===== src/rtl/if_pkg.sv =====
// Shared types and constants for the instruction-fetch front end.
//   XLEN_DEFAULT : default datapath/address width
//   NOP_INSTR    : addi x0, x0, 0, presented to decode when no instruction is ready
//   fetch_state_e: request FSM states
//   fetch_entry_t: prefetch FIFO entry (pc + instruction word)
package if_pkg;

  localparam int unsigned XLEN_DEFAULT = 32;
  localparam logic [31:0] NOP_INSTR    = 32'h0000_0013;

  typedef enum logic {
    StIdle,
    StWait
  } fetch_state_e;

  // The pc field is XLEN_DEFAULT wide; the fetch unit's XLEN must match it.
  typedef struct packed {
    logic [XLEN_DEFAULT-1:0] pc;
    logic [31:0]             instr;
  } fetch_entry_t;

endpackage


===== src/rtl/if_prefetch_fifo.sv =====
// Prefetch FIFO holding fetched {pc, instr} entries for the decode stage.
//   clk, rst         : clock, synchronous active-high reset
//   flush            : drop all entries; overrides push and pop in the same cycle
//   push, push_data  : write one entry (ignored when full)
//   pop              : remove the head entry (ignored when empty)
//   head             : current head entry, read from registered storage
//   count/full/empty : occupancy
module if_prefetch_fifo
  import if_pkg::*;
#(
  parameter int unsigned  DEPTH = 2,
  localparam int unsigned PtrW  = $clog2(DEPTH),
  localparam int unsigned CntW  = $clog2(DEPTH + 1)
) (
  input  logic            clk,
  input  logic            rst,
  input  logic            flush,
  input  logic            push,
  input  fetch_entry_t    push_data,
  input  logic            pop,
  output fetch_entry_t    head,
  output logic [CntW-1:0] count,
  output logic            full,
  output logic            empty
);

  fetch_entry_t    mem_q [DEPTH];
  logic [PtrW-1:0] wr_ptr_q, rd_ptr_q;
  logic [CntW-1:0] count_q;
  logic            do_push, do_pop;

  assign full    = (count_q == CntW'(DEPTH));
  assign empty   = (count_q == '0);
  assign do_push = push && !flush && !full;
  assign do_pop  = pop && !flush && !empty;

  // DEPTH is a power of two, so the pointers wrap naturally.
  always_ff @(posedge clk) begin
    if (rst || flush) begin
      wr_ptr_q <= '0;
      rd_ptr_q <= '0;
      count_q  <= '0;
    end else begin
      if (do_push) wr_ptr_q <= wr_ptr_q + PtrW'(1);
      if (do_pop)  rd_ptr_q <= rd_ptr_q + PtrW'(1);
      if (do_push && !do_pop) begin
        count_q <= count_q + CntW'(1);
      end else if (!do_push && do_pop) begin
        count_q <= count_q - CntW'(1);
      end
    end
  end

  always_ff @(posedge clk) begin
    if (do_push) mem_q[wr_ptr_q] <= push_data;
  end

  assign head  = mem_q[rd_ptr_q];
  assign count = count_q;

endmodule


===== src/rtl/if_fetch_unit.sv =====
// Instruction-fetch front end: owns the PC, issues one word fetch at a time over a
// req/ack handshake and buffers returned words for decode.
//   clk, rst                    : clock, synchronous active-high reset
//   stallf                      : decode not accepting; head is held
//   redirect_valid, redirect_pc : taken branch/jump from EX; flushes and retargets
//   imem_req, imem_addr         : fetch request, held with a stable address until ack
//   imem_ack, imem_rdata        : one-cycle response pulse with the fetched word
//   instr_valid, instr_out      : head of prefetch FIFO (NOP when empty)
//   pc_out, pc_plus4_out        : PC of head (0 when empty) and PC+4
module if_fetch_unit
  import if_pkg::*;
#(
  parameter int unsigned     XLEN     = XLEN_DEFAULT,
  parameter logic [XLEN-1:0] RESET_PC = '0,
  parameter int unsigned     DEPTH    = 2
) (
  input  logic            clk,
  input  logic            rst,
  input  logic            stallf,
  input  logic            redirect_valid,
  input  logic [XLEN-1:0] redirect_pc,
  output logic            imem_req,
  output logic [XLEN-1:0] imem_addr,
  input  logic            imem_ack,
  input  logic [31:0]     imem_rdata,
  output logic            instr_valid,
  output logic [31:0]     instr_out,
  output logic [XLEN-1:0] pc_out,
  output logic [XLEN-1:0] pc_plus4_out
);

  localparam int unsigned CntW = $clog2(DEPTH + 1);

  fetch_state_e    state_q, state_d;
  logic [XLEN-1:0] fetch_pc_q, fetch_pc_d;
  logic [XLEN-1:0] req_addr_q, req_addr_d;
  logic            drop_q, drop_d;
  logic            push, pop;
  fetch_entry_t    push_entry, head;
  logic [CntW-1:0] count;
  logic            full, empty;
  logic            unused_redirect_lsb;

  assign unused_redirect_lsb = ^redirect_pc[1:0];

  always_comb begin
    state_d    = state_q;
    fetch_pc_d = fetch_pc_q;
    req_addr_d = req_addr_q;
    drop_d     = drop_q;
    push       = 1'b0;
    unique case (state_q)
      StIdle: begin
        // Only issue when the returning word is guaranteed a free slot.
        if (!redirect_valid && !full) begin
          state_d    = StWait;
          req_addr_d = fetch_pc_q;
        end
      end
      StWait: begin
        if (imem_ack) begin
          state_d = StIdle;
          drop_d  = 1'b0;
          if (!drop_q && !redirect_valid) begin
            push       = 1'b1;
            fetch_pc_d = fetch_pc_q + XLEN'(4);
          end
        end else if (redirect_valid) begin
          // Cannot withdraw the request; mark its word for discard instead.
          drop_d = 1'b1;
        end
      end
      default: state_d = StIdle;
    endcase
    if (redirect_valid) fetch_pc_d = {redirect_pc[XLEN-1:2], 2'b00};
  end

  always_ff @(posedge clk) begin
    if (rst) begin
      state_q    <= StIdle;
      fetch_pc_q <= RESET_PC;
      req_addr_q <= RESET_PC;
      drop_q     <= 1'b0;
    end else begin
      state_q    <= state_d;
      fetch_pc_q <= fetch_pc_d;
      req_addr_q <= req_addr_d;
      drop_q     <= drop_d;
    end
  end

  assign push_entry = '{pc: req_addr_q, instr: imem_rdata};
  assign pop        = instr_valid && !stallf && !redirect_valid;

  if_prefetch_fifo #(
    .DEPTH(DEPTH)
  ) u_fifo (
    .clk      (clk),
    .rst      (rst),
    .flush    (redirect_valid),
    .push     (push),
    .push_data(push_entry),
    .pop      (pop),
    .head     (head),
    .count    (count),
    .full     (full),
    .empty    (empty)
  );

  assign imem_req     = (state_q == StWait);
  assign imem_addr    = req_addr_q;
  assign instr_valid  = !empty;
  assign instr_out    = empty ? NOP_INSTR : head.instr;
  assign pc_out       = empty ? '0 : head.pc;
  assign pc_plus4_out = pc_out + XLEN'(4);

  count_in_range: assert property (@(posedge clk) disable iff (rst) count <= CntW'(DEPTH));

endmodule


===== config.mk =====
export PLATFORM = sky130hd
export DESIGN_NAME = if_fetch_unit
export DESIGN_NICKNAME = d
export VERILOG_FILES = /design/src/rtl/if_pkg.sv /design/src/rtl/if_prefetch_fifo.sv /design/src/rtl/if_fetch_unit.sv
export SDC_FILE = /design/constraint.sdc
export NUM_CORES = 1
export LEC_CHECK = 0
export ABC_AREA = 1
export BUFFER_PORTS_ARGS = -buffer_cell sky130_fd_sc_hd__buf_2
export CORE_UTILIZATION = 59
export DETAILED_ROUTE_END_ITERATION = 10
export HOLD_SLACK_MARGIN = 0.05
export PLACE_DENSITY = 0.88
export SLEW_MARGIN = 20
export SYNTH_ARGS = -nofsm -noshare
export SYNTH_HDL_FRONTEND = slang
export SYNTH_SLANG_ARGS = --single-unit
export TNS_END_PERCENT = 50

===== constraint.sdc =====
create_clock -name clk -period 11.94 [get_ports clk]
set_input_delay 2.985 -clock clk [delete_from_list [all_inputs] [get_ports clk]]
set_output_delay 2.985 -clock clk [all_outputs]
set_load 0.02 [all_outputs]

==> metrics.txt <==
synthesis-to-layout area growth 17.60%; commonest cells after routing, fill and taps aside nand2_1 (358), buf_2 (190), edfxtp_1 (124), inv_1 (109), nor2_1 (93); 1st-iter DRT viols 735; initial antenna violation count 1; Max VDD drop 0.1102 mV; # IOs 199; num rows 45; Seq/Total Area, Yosys 54.73%; Final Cycle Share 54.99%; # Post-CTS Setup Buffers 0; cts hold-fix bufs 0; post-synthesis mux area share 0%; status finished, final reports clean; mapped cell area 9254 um2; flop-to-flop setup slack 9280 ps; HPWL Detailed 16,370 um; final count of hold timing violations 0; drt total wl 23,740 um; cts repair resizes 0; crit-path max FO 63; Crit Path Class reg -> out; Total GRT Usage 29.57%; area share of and/or/nand/nor cells after synthesis 26.12%; Finish-stage setup viols 0; routed via count 8,125; initial core utilization 60.65%; area taken by multi-input logic gates 3482 um2; Area after DPL 10,280 um2; TNS Setup 0 ps; Buffers on Ports 190; RSZ-0062 raised after global routing false; Worst Tran Pin Value 973.5 ps; clock latency on the worst-skew pair 430 ps; layout cells sized above 1 21.68%; Syn Inst Count 1,117; xor-xnor portion of the synthesized cell area 2.271%; largest net degree at the start of global routing 64; FILL cells 1,170; Pwr Total 1.442 mW; Util after Layout 71.32%; skew final 8.222 ps; CTS Buffer Depth 2; Die Y 127.2 um; core area 15,260 um2; max-slew violation count 0; arrival time at the worst endpoint 3580 ps; Avg WL per Cell 15.69 um; first-pass GRT wire length 36,770 um; CP endpoint kind output pin; adder-cell share of the synthesized area 0.4056%; Routed Antenna Nets 0; Placer Congestion 0.9178; # placed instances 1,480; Netlist cell types 39; drt first pass iters 6; static leakage 4.754 nW; syn avg cell area 8.285 um2; final instance area 10,880 um2; Min Hold Slack 469.2 ps; Seq. cell area 5066 um2; synth warn 0; gr ovfl total 0; Post-synth EDFFs 124; Worst Path Required 8960 ps; flops & latches, synth 191; Place WS 5836 ps; pwr/cell area 132.5 nW/um2; relative slew slack 35.03%; asr flop ratio synth 0%; CTS tree yes; post-route setup slack 5374 ps; H-tree Lvls 4; Max-Cap Viols 0; die area 16,190 um2; Layout Cells excl Fill 1,513; number of global-route vias before repair 7,501; Die W 127.2 um; Max Clk Rate 152.3 MHz; Root Driver clkbuf_16; fin nets 1,360; largest family of logic cells by synthesized area simple AND/OR/NAND/NOR gates; via/cell ratio 5.370; Clock Sink Count 191; Worst-path clk slew 70 ps; DRC Markers 0; commonest non-fill, non-tap cell in the layout nand2_1; CP startpoint kind flip-flop; Synth Flop Type edfxtp_1; Num CTS Buffers 17; Period minus WS final 6566 ps; area fraction in compound gates after synthesis 8.369%; Worst Hold Class reg -> reg
-- synth_stat cells (2+ instances only) --
| master | count | area share [%] |
|---|---|---|
| a21oi_1 | 87 | 4.7 |
| a22oi_1 | 3 | 0.24 |
| a31oi_1 | 7 | 0.47 |
| buf_1 | 3 | 0.12 |
| buf_2 | 3 | 0.16 |
| buf_4 | 11 | 0.89 |
| buf_6 | 4 | 0.49 |
| clkbuf_1 | 25 | 1.0 |
| dfxtp_1 | 67 | 14 |
| edfxtp_1 | 124 | 40 |
| ha_1 | 3 | 0.41 |
| inv_1 | 109 | 4.4 |
| inv_2 | 14 | 0.57 |
| nand2_1 | 358 | 15 |
| nand2_2 | 14 | 0.95 |
| nand3_1 | 65 | 3.5 |
| nand3b_1 | 2 | 0.16 |
| nand4_1 | 9 | 0.61 |
| nor2_1 | 95 | 3.9 |
| nor2_2 | 19 | 1.3 |
| nor2_4 | 3 | 0.37 |
| nor3_1 | 8 | 0.43 |
| o21ai_0 | 45 | 2.4 |
| o221ai_1 | 2 | 0.19 |
| xnor2_1 | 5 | 0.47 |
| xor2_1 | 19 | 1.8 |
-- registers in the layout, summed over array words and instances, names as in the netlist, named ones only --
| name | flops |
|---|---|
| drop_q | 1 |
| fetch_pc_q | 30 |
| imem_addr | 30 |
| imem_req | 1 |
| u_fifo.count | 2 |
| u_fifo.mem_q | 124 |
| u_fifo.rd_ptr_q | 1 |
| u_fifo.wr_ptr_q | 1 |
-- power by group --
group / internal, mW / total [mW] / switching (mW)
Combinational: 0.0387 / 0.125 / 0.0858
Sequential: 0.727 / 0.748 / 0.0216
Clock: 0.327 / 0.569 / 0.242
-- kinds of logic after synthesis --
group	after synthesis
and+or+nand+nor	577
DFF	191
buffers and inverters	173
AOI/OAI and AO/OA	148
xor gates and xnor gates	24
adders and majority gates	3
other	1
-- final timing paths --
path | from | endpoint | cells past startpoint
max reg2reg | imem_req$_SDFF_PP0_ | u_fifo.mem_q[1][61]$_DFFE_PP_ | 5
max | flip-flop | pc_plus4_out[18] | 10
min reg2reg | imem_addr[5]$_SDFFE_PP0P_ | u_fifo.mem_q[1][37]$_DFFE_PP_ | 0
min | imem_addr[5]$_SDFFE_PP0P_ | u_fifo.mem_q[1][37]$_DFFE_PP_ | 0
-- routing by layer --
| layer | part of all wire [%] | GRT usage, % |
|---|---|---|
| met1 | 41 | 37.01 |
| met2 | 48 | 50.06 |
| met3 | 6.5 | 4.397 |
| met4 | 3.8 | 15.41 |
| met5 | 0 | 0 |
-- cell type report --
class	count	area share [%]
Antenna cell	1	0.02299
Clock buffer	23	4.691
Clock inverter	9	0.8623
Inverter	126	4.438
Multi-Input combinational cell	758	32.00
Sequential cell	191	46.55
Tap cell	211	2.426
Timing Repair Buffer	194	9.014
-- worst max-delay path: stages, from the launching register on --
cell,delay [ps]
dfxtp_2,310
buf_4,540
clkinv_4,580
o21ai_2,450
inv_1,140
ha_1,300
nand2_2,220
nor2_2,110
nand2_1,100
xor2_1,140
buf_2,180
(Power assumes the default switching activity.)
